===== config.mk =====
export PLATFORM = sky130hd
export DESIGN_NAME = mul_share_arbiter
export DESIGN_NICKNAME = d
export VERILOG_FILES = /design/src/rtl/mul_arb_pkg.sv /design/src/rtl/mul_pipe.sv /design/src/rtl/mul_share_arbiter.sv
export SDC_FILE = /design/constraint.sdc
export NUM_CORES = 1
export LEC_CHECK = 0
export BUFFER_PORTS_ARGS = -buffer_cell sky130_fd_sc_hd__buf_4
export CAP_MARGIN = 20
export CORE_ASPECT_RATIO = 1.75
export CORE_UTILIZATION = 41
export DETAILED_ROUTE_END_ITERATION = 7
export GPL_TIMING_DRIVEN = 1
export SYNTH_ARGS = -nofsm -noshare
export SYNTH_HDL_FRONTEND = slang
export SYNTH_SLANG_ARGS = --single-unit

===== constraint.sdc =====
create_clock -name clk -period 13.7 [get_ports clk]
set_clock_uncertainty 0.2 [all_clocks]
set_input_delay 2.74 -clock clk [delete_from_list [all_inputs] [get_ports clk]]
set_output_delay 2.74 -clock clk [all_outputs]
set_load 0.05 [all_outputs]

===== src/rtl/mul_arb_pkg.sv =====
// rtl/mul_arb_pkg.sv - shared constants, tag type and round-robin pick function
package mul_arb_pkg;

  localparam int DEF_WIDTH   = 32;
  localparam int DEF_MUL_LAT = 2;
  localparam int MAX_REQ     = 8;
  localparam int MAX_ID_W    = 3;

  // One tag-pipeline entry; also reused as the {found, id} result of the arbiter search
  typedef struct packed {
    logic                valid;
    logic [MAX_ID_W-1:0] id;
  } tag_t;

  // First valid requester searching from last+1 (mod num_req); valid=0 when none requests
  function automatic tag_t rr_pick(input logic [MAX_ID_W-1:0] last,
                                   input logic [MAX_REQ-1:0]  valid,
                                   input int                  num_req);
    tag_t r;
    int   idx;
    r = '0;
    for (int k = MAX_REQ; k >= 1; k--) begin
      if (k <= num_req) begin
        idx = (int'(last) + k) % num_req;
        if (valid[idx[MAX_ID_W-1:0]]) begin
          r.valid = 1'b1;
          r.id    = idx[MAX_ID_W-1:0];
        end
      end
    end
    return r;
  endfunction

endpackage


===== src/rtl/mul_pipe.sv =====
// rtl/mul_pipe.sv - MUL_LAT-stage pipelined unsigned multiplier, truncated product
module mul_pipe
  import mul_arb_pkg::*;
#(
  parameter int WIDTH   = DEF_WIDTH,
  parameter int MUL_LAT = DEF_MUL_LAT
) (
  input  logic             clk,
  input  logic [WIDTH-1:0] a_i,
  input  logic [WIDTH-1:0] b_i,
  output logic [WIDTH-1:0] p_o
);

  logic [WIDTH-1:0] stage_q [MUL_LAT];

  // Multiply into the first stage, then shift the product down the pipe
  always_ff @(posedge clk) begin
    stage_q[0] <= a_i * b_i;
    for (int s = 1; s < MUL_LAT; s++) begin
      stage_q[s] <= stage_q[s-1];
    end
  end

  assign p_o = stage_q[MUL_LAT-1];

endmodule


===== src/rtl/mul_share_arbiter.sv =====
// rtl/mul_share_arbiter.sv - round-robin issue of NUM_REQ requesters into one shared multiplier (option: MUL_ARB_OUT_REG_EN)
module mul_share_arbiter
  import mul_arb_pkg::*;
#(
  parameter int NUM_REQ = 4,
  parameter int WIDTH   = DEF_WIDTH,
  parameter int MUL_LAT = DEF_MUL_LAT,
  parameter int ID_W    = $clog2(NUM_REQ)
) (
  input  logic                     clk,
  input  logic                     reset,
  input  logic [NUM_REQ-1:0]       req_valid,
  output logic [NUM_REQ-1:0]       req_ready,
  input  logic [NUM_REQ*WIDTH-1:0] req_a,
  input  logic [NUM_REQ*WIDTH-1:0] req_b,
  output logic                     rsp_valid,
  output logic [ID_W-1:0]          rsp_id,
  output logic [WIDTH-1:0]         rsp_result,
  output logic                     busy,
  output logic [15:0]              issue_cnt
);

  logic [ID_W-1:0]     last_q;
  logic [MAX_ID_W-1:0] last_ext;
  logic [MAX_REQ-1:0]  valid_ext;
  tag_t                pick;
  tag_t                tag_d;
  tag_t                tag_q [MUL_LAT];
  tag_t                tail;
  logic                grant;
  logic [ID_W-1:0]     grant_id;
  logic [WIDTH-1:0]    op_a;
  logic [WIDTH-1:0]    op_b;
  logic [WIDTH-1:0]    product;
  logic [15:0]         issue_cnt_q;
  logic                tag_busy;
  logic                tail_valid;
  logic [ID_W-1:0]     tail_id;
  logic [WIDTH-1:0]    tail_result;
  logic                unused_id_bits;

  // Arbitration: pick the next requester after last; reset masks the grant
  always_comb begin
    last_ext               = '0;
    last_ext[ID_W-1:0]     = last_q;
    valid_ext              = '0;
    valid_ext[NUM_REQ-1:0] = req_valid;
    pick                   = rr_pick(last_ext, valid_ext, NUM_REQ);
    grant                  = pick.valid & ~reset;
    grant_id               = pick.id[ID_W-1:0];
    req_ready              = '0;
    if (grant) begin
      req_ready[grant_id] = 1'b1;
    end
    op_a      = req_a[grant_id*WIDTH +: WIDTH];
    op_b      = req_b[grant_id*WIDTH +: WIDTH];
    tag_d     = '0;
    tag_d.valid = grant;
    tag_d.id    = pick.id;
  end

  // Pointer and accepted-operation counter advance only on a real transfer
  always_ff @(posedge clk) begin
    if (reset) begin
      last_q      <= ID_W'(NUM_REQ - 1);
      issue_cnt_q <= '0;
    end else if (grant) begin
      last_q      <= grant_id;
      issue_cnt_q <= issue_cnt_q + 16'd1;
    end
  end

  // Tag shift register runs in lockstep with the multiplier stages
  always_ff @(posedge clk) begin
    if (reset) begin
      for (int s = 0; s < MUL_LAT; s++) begin
        tag_q[s] <= '0;
      end
    end else begin
      tag_q[0] <= tag_d;
      for (int s = 1; s < MUL_LAT; s++) begin
        tag_q[s] <= tag_q[s-1];
      end
    end
  end

  mul_pipe #(
    .WIDTH   (WIDTH),
    .MUL_LAT (MUL_LAT)
  ) u_mul_pipe (
    .clk (clk),
    .a_i (op_a),
    .b_i (op_b),
    .p_o (product)
  );

  // Any live tag means work is in flight; tail data is zeroed when no response is due
  always_comb begin
    tag_busy = 1'b0;
    for (int s = 0; s < MUL_LAT; s++) begin
      tag_busy = tag_busy | tag_q[s].valid;
    end
    tail        = tag_q[MUL_LAT-1];
    tail_valid  = tail.valid;
    tail_id     = tail.valid ? tail.id[ID_W-1:0] : '0;
    tail_result = tail.valid ? product : '0;
  end

  assign unused_id_bits = ^{pick.id, tail.id};
  assign issue_cnt      = issue_cnt_q;

`ifdef MUL_ARB_OUT_REG_EN
  logic             out_valid_q;
  logic [ID_W-1:0]  out_id_q;
  logic [WIDTH-1:0] out_result_q;

  // Extra response register stage adds one cycle of latency
  always_ff @(posedge clk) begin
    if (reset) begin
      out_valid_q  <= 1'b0;
      out_id_q     <= '0;
      out_result_q <= '0;
    end else begin
      out_valid_q  <= tail_valid;
      out_id_q     <= tail_id;
      out_result_q <= tail_result;
    end
  end

  assign rsp_valid  = out_valid_q;
  assign rsp_id     = out_id_q;
  assign rsp_result = out_result_q;
  assign busy       = tag_busy | out_valid_q;
`else
  assign rsp_valid  = tail_valid;
  assign rsp_id     = tail_id;
  assign rsp_result = tail_result;
  assign busy       = tag_busy;
`endif

endmodule

# ---- Word-level counts from Yosys, hierarchy flattened
# Memory sizes are Yosys's and may differ from the RTL's.
# Index checks and enable logic that the tools add are counted.
dict set report totals {
  regBits 18
  mem_bits_rw 72
  inputBits 262
  n_memories 2
}
dict set report classes {
  n_addsub 5
  mul 1
  order_cmp 6
  shift 2
  muxes 22
  n_bitwise 9
  n_reduce_logical 5
}
# memory words word_bits rd rd_clocked_by_memory_dff wr line_no
set mem_list {}
lappend mem_list {u_mul_pipe.stage_q 2 32 2 0 2 mul_pipe.sv:14} ;# logic [WIDTH-1:0] stage_q [MUL_LAT];
lappend mem_list {tag_q 2 4 2 0 2 mul_share_arbiter.sv:28} ;# tag_t tag_q [MUL_LAT];
# cell n
set ops {}
lappend ops {{$shiftx A128 B8 Y32} 2}
lappend ops {{$mul A32 B32 Y32} 1}
lappend ops {{$mux W32} 1}
lappend ops {{$mux W4} 7}
lappend ops {{$add A16 B1 Y16 const B} 1}
lappend ops {{$lt A3 B4 Y1 const B} 4}
lappend ops {{$bmux W1 S3} 4}
lappend ops {{$mux W1} 8}
lappend ops {{$reduce_or A2 Y1} 4}
lappend ops {{$add A2 B1 Y2 const B} 2}
lappend ops {{$add A2 B2 Y2 const B} 2}
lappend ops {{$and A1 B1 Y1 const A} 4}
lappend ops {{$lt A2 B3 Y1 const B} 1}
lappend ops {{$or A1 B1 Y1} 3}
lappend ops {{$demux W1 S2} 1}
lappend ops {{$ge A2 B1 Y1 const B} 1}
lappend ops {{$mux W2} 1}
lappend ops {{$and A1 B1 Y1} 1}
lappend ops {{$logic_and A1 B1 Y1} 1}
lappend ops {{$not A1 Y1} 1}

# ---- Depth between registers and ports, before layout
dict set report logic_depth {
  ltp_word 14
  mapped_depth 39
  depth_no_buf 33
}

# ---- Modules after synthesis
# From an unflattened synthesis, not the netlist that was laid out.
dict set report hier_totals {
  hier_cells 2166
  area_unflattened_um2 20708.6
}
# module n_inst cells_per_inst area_per_inst_um2 seq_area_each_um2
set by_module_without_submodules {}
lappend by_module_without_submodules {mul_pipe 1 1794 17311.6 1281.2}
lappend by_module_without_submodules {mul_share_arbiter 1 372 3397.0 480.5}

# ---- Worst setup path after synthesis
# OpenSTA, ideal clock, no wires.
dict set report synth_timing {
  path_type {input to register}
  startpoint {input port req_valid[3]}
  endpoint {memory u_mul_pipe.stage_q[0][30] (netlist bit)}
  arrival_ns 11.202
  t_required_ns 13.428
  slack_ns 2.226
  cell_stages 34
  cell_sequence {and2b_1 > nor2_1 > a21oi_4 > buf_6 > buf_8 > buf_12 > buf_6 > clkbuf_1 > buf_2 > mux2i_1 > nand2_1 > fa_1 > fa_1 > fa_1 > fa_1 > inv_1 > fa_1 > inv_1 > fa_1 > inv_1 > fa_1 > fa_1 > ha_1 > clkbuf_1 > a21oi_1 > nor2b_1 > o21ai_0 > o21ai_1 > o21a_1 > a311oi_1 > o21ai_1 > o41a_1 > a221oi_1 > xnor2_1}
}
# element line_no
set synth_rtl {}
lappend synth_rtl {{start, declared} mul_share_arbiter.sv:12} ;# input logic [NUM_REQ-1:0] req_valid,
lappend synth_rtl {{end, declared} mul_pipe.sv:14}

==> metrics <==
WP data required=13750 ps; number of cells on the critical path=29; Vias=roughly 17000; Top FF cell, synth=dfxtp_1; CTS tree=built; Min Hold Slack=~130 ps; Post-synth EDFFs=0; WP buf/inv=5; cell repeated most along the worst path=fa_1; Post-Route Setup TNS=0 ps; wire length per cell=~23 µm; Worst Setup EP=u_mul_pipe.stage_q[0][31]$_DFF_P_; Final Util=48.7%; initial antenna violation count=2; vias in the first global route=around 19000; final antenna-violating net count=0; Die X=170 µm; port buffer count=between 300 and 400; DRC viols=0; Clk Latency, worst-skew pair=about 380 ps; drt pass-1 iters=5; Worst Reg2Reg Path Length in Cells=28; met1 Use GR=a little under a third; Final Max Slew Viols=0; CTS sink count=between 80 and 90; post-synthesis cell count=2220; clock buffer depth=2; Cell Area, Synth=between 0.02 and 0.025 mm²; gr busiest metal=met2; final hold violations=0; RSZ-0062 raised after global routing=no; largest net degree at the start of global routing=67; synth cell count leaders=408 x fa_1, 402 x inv_1, 328 x nor2_1; Hold Path Class=register to register; IO Count=~320; total track usage=~31%; Syn Nets=about 3000; post-CTS sizing=0; Overflow after GRT=0; Post-CTS Setup Bufs=0; row count=about 110; global-route track usage on met3=about 4%; sequential-to-total area share from yosys stat=roughly 8.7%; synth unique cells=slightly above 60; Hold-fix buffers, CTS=0; maxcap violations=0; fin nets=3300; post-DP HPWL=62700 µm; Die Area=between 0.05 and 0.06 mm²; first-pass GRT wire length=111000 µm; Worst Max-Slew Pin Slew=1120 ps; r2r endpoint=u_mul_pipe.stage_q[0][31]$_DFF_P_; Worst R2R Setup Slack=about 3400 ps; area leader, netlist=fa_1; period utilisation layout=just over 90%; crit-path max FO=26; Max transition margin=a little under a quarter; H-tree depth=3; CTS Buf Count=9; top cell type's share of synthesized area=about two fifths; critical path startpoint=req_valid[3]; Final min period=approximately 12000 ps; #FFs+latches synth=between 80 and 90; WS Path Type=input pin to register; ys async rst share=0%; Clock Tree Root=clkbuf_16; final WL=roughly 74000 µm; Die H=~300 µm; cell with the most instances after synthesis=fa_1; CP arrival=12490 ps; GPL Wtd Cong=0.999; Mean Syn Cell Area=~9.1 µm²; CP delay by family, top=adder cells; fmax=approximately 0.080 GHz; Startpoint Class=input pin; largest cells by area after synthesis=fa_1 40%, dfxtp_1 8.7%, mux2i_1 8.1%; area growth from synthesis to layout=16.9%; Reg-to-Reg Start=last_q[0]$_SDFFE_PP1P_; slowest CP cell=a21o_2; synth warn=0; CP max stage delay=~740 ps; Vias/cell=~5.3; share of cells above drive strength 1=about a fifth; status=finished, final reports clean; Initial Util=between 40% and 50%; 1st-iter DRT viols=slightly below 900; Reg clk slew, reported paths=about 80 ps; grt met2 use=between 50% and 60%; Worst Setup End Kind=register; final setup vio count=0; Placeable Area=around 0.05 mm²
[cell families (layout without fill, tap and decap cells)]
kind of cell             after synthesis  in the layout  share of synthesized area (%)
AND/OR/NAND/NOR                      727            727                           15.3
XOR/XNOR                              95             95                           4.45
buffers and inverters                489            780                           9.95
adder cells (fa/ha/maj)              532            532                           47.9
multiplexers                         212            212                           11.0
other                                  0              1                              0
flip-flops                            88             88                           8.69
AO/OA/AOI/OAI                         77             77                           2.69
[placed cells by master (no fill, tap or decap), drive strengths merged, types with 3 or more instances in the layout]
cell type,synthesis,layout
nor4,3,3
clkbuf,59,9
nand2,243,243
fa,408,408
a21o,12,12
nand2b,22,22
nor2,335,335
ha,124,124
nand3,15,15
nor3,7,7
xnor3,4,4
a21oi,23,23
o21a,4,4
buf,28,362
nand4,5,5
inv,402,406
and2,43,43
or2,32,32
o21bai,6,6
dfxtp,88,88
o21ai,17,17
mux2i,171,171
xor2,25,25
mux2,41,41
a211oi,3,3
xnor2,66,66
nor2b,11,11
and3,5,5
[worst reg2reg max path: cells and delay by family, from the launching register on]
kind / cells / cell delay (ps)
adders and majority gates: 9 / 3680
AOI/OAI and AO/OA: 7 / 3100
and+or+nand+nor: 5 / 1390
muxes: 2 / 1030
DFF: 1 / 370
xor gates and xnor gates: 1 / 240
buffers and inverters: 4 / 210
[metal layers]
metal	up-vias	part of all wire, %
met2	686	53
met3	263	5.2
met1	8502	32
met5	-	0.017
met4	2	9.2
li1	7259	-
[area by class of cell]
class | count | area [µm²]
flip-flops and latches | 88 | 1760
repair buffers | 362 | 2800
inverters | 402 | 1510
clock inverters | 7 | 86.3
diodes | 1 | 2.50
multi-input cells | 1643 | 16500
fillers | 4781 | 25000
clock buffers | 9 | 225
well taps | 654 | 818
[how the worst min path moves through the flow]
stage | start | end | slack, ps | cells after the start
3_3_place_gp | u_mul_pipe.stage_q[0][26]$_DFF_P_ | u_mul_pipe.stage_q[0][58]$_DFF_P_ | 110 | 0
3_5_place_dp | u_mul_pipe.stage_q[0][14]$_DFF_P_ | u_mul_pipe.stage_q[0][46]$_DFF_P_ | 110 | 0
4_1_cts | u_mul_pipe.stage_q[0][18]$_DFF_P_ | u_mul_pipe.stage_q[0][50]$_DFF_P_ | 130 | 0
5_1_grt | u_mul_pipe.stage_q[0][25]$_DFF_P_ | u_mul_pipe.stage_q[0][57]$_DFF_P_ | 130 | 0
6_report | u_mul_pipe.stage_q[0][13]$_DFF_P_ | u_mul_pipe.stage_q[0][45]$_DFF_P_ | 130 | 0
2_1_floorplan | u_mul_pipe.stage_q[0][0]$_DFF_P_ | u_mul_pipe.stage_q[0][32]$_DFF_P_ | 110 | 0
[sequential cells by signal, summed over array words and instances, names as in the netlist]
register,flops
issue_cnt,16
last_q,2
tag_q,6
u_mul_pipe.stage_q,64
[metrics by stage]
step	std cells	setup slack, ps	cell area (µm²)
floorplan	2220	2230	20300
global placement	3147	863	23300
detailed placement	3147	731	23300
CTS	3163	1140	23700
global route	3166	888	23700
finish	3166	1260	23700
Power is left out: the tool's default activity adds up to more than one toggle a clock period on the data nets, which glitch-free logic cannot reach.
